--- src/rtl/reset_sequencer.sv ---
// rtl/reset_sequencer.sv - power-on/button reset sequencer with staggered per-channel release.
// Optional button debounce filter enabled by defining RESET_SEQ_DEBOUNCE_EN.
module reset_sequencer #(
   parameter int COUNT_WIDTH = 23,
   parameter int CHANNELS    = 4,
   parameter int STAGGER     = 256,
   parameter int DEBOUNCE    = 16
) (
   input  logic                               Clk,
   input  logic                               nReset,
   input  logic                               Button,
   output logic [CHANNELS-1:0]                Reset,
   output logic [$clog2(CHANNELS+1)-1:0]      Stage,
   output logic                               Ready
);

   localparam int SW = $clog2(CHANNELS+1);
   localparam int TW = (STAGGER > 1) ? $clog2(STAGGER) : 1;

   typedef enum logic [1:0] {HOLD, STAG, DONE} state_t;

   state_t                 state, state_nx;
   logic [COUNT_WIDTH-1:0] hold_cnt, hold_nx;
   logic [TW-1:0]          stag_cnt, stag_nx;
   logic [CHANNELS-1:0]    rst_nx, rel_mask;
   logic [SW-1:0]          stage_nx;
   logic                   ready_nx;
   logic                   btn_m, btn_s, btn_f;

   always_ff @(posedge Clk or negedge nReset) begin
      if (!nReset) begin
         btn_m <= 1'b0;
         btn_s <= 1'b0;
      end else begin
         btn_m <= Button;
         btn_s <= btn_m;
      end
   end

`ifdef RESET_SEQ_DEBOUNCE_EN
   localparam int DW = $clog2(DEBOUNCE);
   logic [DW-1:0] db_cnt;

   // Counter only runs while the synchronised input disagrees with the filtered one.
   always_ff @(posedge Clk or negedge nReset) begin
      if (!nReset) begin
         db_cnt <= '0;
         btn_f  <= 1'b0;
      end else if (btn_s == btn_f) begin
         db_cnt <= '0;
      end else if (db_cnt == DW'(DEBOUNCE-1)) begin
         db_cnt <= '0;
         btn_f  <= btn_s;
      end else begin
         db_cnt <= db_cnt + 1'b1;
      end
   end
`else
   logic unused_debounce;
   assign unused_debounce = (DEBOUNCE > 1);
   assign btn_f = btn_s;
`endif

   always_comb begin
      rel_mask = '0;
      for (int i = 0; i < CHANNELS; i++)
         rel_mask[i] = (Stage == SW'(i));
   end

   always_ff @(posedge Clk or negedge nReset) begin
      if (!nReset) begin
         state    <= HOLD;
         hold_cnt <= '0;
         stag_cnt <= '0;
         Reset    <= '1;
         Stage    <= '0;
         Ready    <= 1'b0;
      end else begin
         state    <= state_nx;
         hold_cnt <= hold_nx;
         stag_cnt <= stag_nx;
         Reset    <= rst_nx;
         Stage    <= stage_nx;
         Ready    <= ready_nx;
      end
   end

   always_comb begin
      state_nx = state;
      hold_nx  = hold_cnt;
      stag_nx  = stag_cnt;
      rst_nx   = Reset;
      stage_nx = Stage;
      ready_nx = Ready;
      if (btn_f) begin
         state_nx = HOLD;
         hold_nx  = '0;
         stag_nx  = '0;
         rst_nx   = '1;
         stage_nx = '0;
         ready_nx = 1'b0;
      end else begin
         case (state)
            HOLD: begin
               if (hold_cnt == '1) begin
                  rst_nx   = Reset & ~CHANNELS'(1);
                  stage_nx = SW'(1);
                  stag_nx  = '0;
                  if (CHANNELS == 1) begin
                     state_nx = DONE;
                     ready_nx = 1'b1;
                  end else begin
                     state_nx = STAG;
                  end
               end else begin
                  hold_nx = hold_cnt + 1'b1;
               end
            end
            STAG: begin
               if (stag_cnt == TW'(STAGGER-1)) begin
                  rst_nx   = Reset & ~rel_mask;
                  stage_nx = Stage + 1'b1;
                  stag_nx  = '0;
                  if (Stage == SW'(CHANNELS-1)) begin
                     state_nx = DONE;
                     ready_nx = 1'b1;
                  end
               end else begin
                  stag_nx = stag_cnt + 1'b1;
               end
            end
            DONE: ;
            default: state_nx = HOLD;
         endcase
      end
   end

endmodule

--- config.mk ---
export PLATFORM = sky130hd
export DESIGN_NAME = reset_sequencer
export DESIGN_NICKNAME = d
export VERILOG_FILES = /design/src/rtl/reset_sequencer.sv
export SDC_FILE = /design/constraint.sdc
export NUM_CORES = 1
export LEC_CHECK = 0
export BUFFER_PORTS_ARGS = -buffer_cell sky130_fd_sc_hd__buf_2
export CAP_MARGIN = 5
export CORE_UTILIZATION = 55
export CTS_BUF_LIST = sky130_fd_sc_hd__clkbuf_4 sky130_fd_sc_hd__clkbuf_8 sky130_fd_sc_hd__clkbuf_16
export DETAILED_ROUTE_END_ITERATION = 10
export PLACE_DENSITY = 0.72
export SYNTH_ARGS = -nofsm -noshare
export SYNTH_HDL_FRONTEND = slang
export SYNTH_SLANG_ARGS = --single-unit
--- constraint.sdc ---
create_clock -name Clk -period 2.03 [get_ports Clk]
set_input_delay 0.1015 -clock Clk [delete_from_list [all_inputs] [get_ports Clk]]
set_output_delay 0.1015 -clock Clk [all_outputs]
set_load 0.01 [all_outputs]
==> impl_metrics.py <==
metrics = {
    "sta": {
        "setup_tns_ns": 0,
        "tightest_slew_ns": 0.528,
        "skew_ns": 0.0109,
        "period_needed_ns": 1.96,
        "min_period_over_period": 0.963,
        "slew_headroom": 0.648,
        "fmax_mhz": 511,
        "drv_slew": 0,
        "hold-worst-slack_ns": 0.256,
        "fin_ws_ns": 0.0742,
        "rsz0062_at_grt": "false",
        "setup_viol": 0,
        "hold_viol": 0,
    },
    "yosys": {
        "ys.flop_type": "dfrtp_1",
        "ys_types": 49,
        "syn_area_um2": 2400,
        "synth_area_per_cell_um2": 9.99,
        "yosysWarningCount": 0,
        "async_flop_share": 1.00,
        "synth_common_cells": "39 x dfrtp_1, 29 x nor2_1, 17 x nand2_1, 15 x a21oi_1, 13 x xnor2_1",
        "yosysMostFrequentCell": "dfrtp_1",
        "synth_edf_count": 0,
        "synthTopCellsByArea": "dfrtp_1 41%, xnor2_1 4.7%, nor2_1 4.5%",
        "syn_inst": 240,
        "netlist.area_leader.share": 0.407,
        "ys_ff_latch": 43,
        "yosys.area.top_type": "dfrtp_1",
        "yosysSeqAreaShare": 0.451,
        "syn_nets": 250,
    },
    "grt": {
        "first_global_vias": 1669,
        "track_usage": 0.229,
        "grt_start_max_net_pins": 38,
        "grt_pass1_wl_um": 7920,
        "grt_overflow": 0,
        "antenna_found_initial": 0,
    },
    "routing": {
        "drt_iter0_drc": 82,
        "wl_per_cell_um": 14.9,
        "wirelength_um": 4650,
        "ant_nets": 0,
        "vias_per_cell": 5.84,
        "drt_pass1_iterations": 4,
        "post-route-drc-count": 0,
        "vias": 1823,
    },
    "layout": {
        "diodes": 0,
        "stdcell_count": 312,
        "fin_util": 0.657,
        "ff_latch_area_um2": 1080,
        "multi_input_area_um2": 1250,
        "fillers": 335,
        "final_nets": 271,
        "area_delta_synth_final_pct": 12.0,
        "drive_above_1_share": 0.176,
        "final_area_um2": 2680,
    },
    "clock_network": {
        "cts.sinks": 43,
        "clk_latency_ns": 0.29,
        "path_clk_slew_ns": 0.08,
        "htree_levels": 2,
        "cts.path.max_buffers": 2,
        "tritoncts": "done",
        "clock-root-buffer": "clkbuf_8",
        "cts_buffers": 5,
    },
    "pwr": {
        "ir_drop_uv": 447,
        "power_frac_seq": 0.567,
        "clock_power_share": 0.389,
        "p_leak_nw": 1.14,
        "p_sw_mw": 0.323,
        "p_int_mw": 1.21,
        "switching_share": 0.210,
        "p_per_area_nw_per_um2": 573,
        "pwr-share-comb": 0.044,
        "power_mw": 1.54,
    },
    "worst_setup_path": {
        "crit_arrival_ns": 2.13,
        "setup.worst_path.start_class": "flop",
        "path_delay_family": "simple AND/OR/NAND/NOR gates",
        "path_class": "reg -> reg",
        "crit_chain": "ha_2 > nand4_1 > nor4_4 > and2_1 > or4b_1 > mux2_1",
        "cp_num_buf_inv": 0,
        "worst_setup_path_end_kind": "flop",
        "cp.required_ns": 2.21,
        "r2r_slack_ns": 0.07,
        "slowest_stage": "or4b_1",
        "r2r-start": "hold_cnt[0]",
        "r2r-end": "hold_cnt[15]",
        "critPathMaxFanout": 4,
        "crit_path_max_incr_delay_ns": 0.56,
        "rr_worst_depth": 6,
    },
    "floorplan": {
        "initial_core_util": 0.587,
        "die_area_um2": 4630,
        "io_pins": 11,
        "die_w_um": 68.0,
        "die_height_um": 68.0,
        "design.core.area_um2": 4090,
        "rows": 23,
    },
    "placement": {
        "dp_hpwl_um": 3310,
        "io_buffers": 10,
        "placed_cells": 302,
        "gp_congestion": 0.786,
        "place_area_um2": 2560,
        "post-place-ws_ns": 0.0600,
    },
    "run_status": {
        "outcome": "completed",
    },
    "hold_path": {
        "hold_path.class": "in -> async",
    },
    "flow_run": {
        "cap_violations": 0,
    },
}
## final cells by class
type | count | area share
well taps | 50 | 0.0233
clock buffers | 8 | 0.0387
inverters | 4 | 0.00559
multi-input cells | 183 | 0.465
flip-flops and latches | 43 | 0.403
repair buffers | 24 | 0.0643
## state kept, by name (all words and copies together), names as in the netlist
signal,flops
hold_cnt,23
stag_cnt,8
Reset,4
Stage,3
state,2
Ready,1
btn_f,1
btn_m,1
## what timing repair did
action	CTS	global route
buffers inserted	0	0
hold buffers	2	0
endpoints found under the setup margin	0	1
resized for setup	0	1
endpoints found under the hold margin	12	0
## layout by cell type (no fill, tap or decap), drive strengths merged, types with 8 or more instances in the layout
cell type / netlist / layout
dfrtp: 39 / 39
nand3: 12 / 12
buf: 5 / 22
nor2b: 9 / 9
nand4: 8 / 8
xnor2: 13 / 13
nor2: 31 / 31
a21oi: 16 / 16
nand2: 17 / 17
clkbuf: 5 / 8
## per-layer routing
metal / vias to the layer above / global-route usage / routed length (µm)
li1: 907 / - / -
met1: 889 / 0.329 / 2360
met2: 22 / 0.352 / 2110
met5: - / 0 / 0
met4: 0 / 0.0625 / 52
met3: 5 / 0.0417 / 129
## power by group through the flow
stage	Clock, mW	Sequential (mW)	Combinational [mW]
finish	0.598	0.872	0.0677
floorplan	0	0.885	0.0328
detailed placement	0	0.889	0.0650
global route	0.647	0.873	0.0780
global placement	0	0.888	0.0640
CTS	0.615	0.872	0.0684
## worst max-delay path by stage
stage                           start      endpoint  slack, ns  cells after the start
after CTS                 hold_cnt[0]  hold_cnt[15]       0.02                      6
after detailed placement  hold_cnt[0]  hold_cnt[15]       0.06                      6
final                     hold_cnt[0]  hold_cnt[15]       0.07                      6
after floorplan           hold_cnt[0]  hold_cnt[15]       0.09                      6
after global routing      hold_cnt[0]  hold_cnt[15]      0.009                      6
after global placement    hold_cnt[0]  hold_cnt[15]       0.11                      6
## kinds of logic (layout without fill, tap and decap cells)
group | Yosys count | count (layout) | synth area share
buf+inv | 14 | 36 | 0.0292
mux | 8 | 8 | 0.0365
simple gates | 110 | 110 | 0.256
xor+xnor | 13 | 13 | 0.0475
fa+ha+maj | 7 | 7 | 0.0365
flops | 43 | 43 | 0.451
compound gates | 45 | 45 | 0.144
Power figures use the tool's default switching activity.
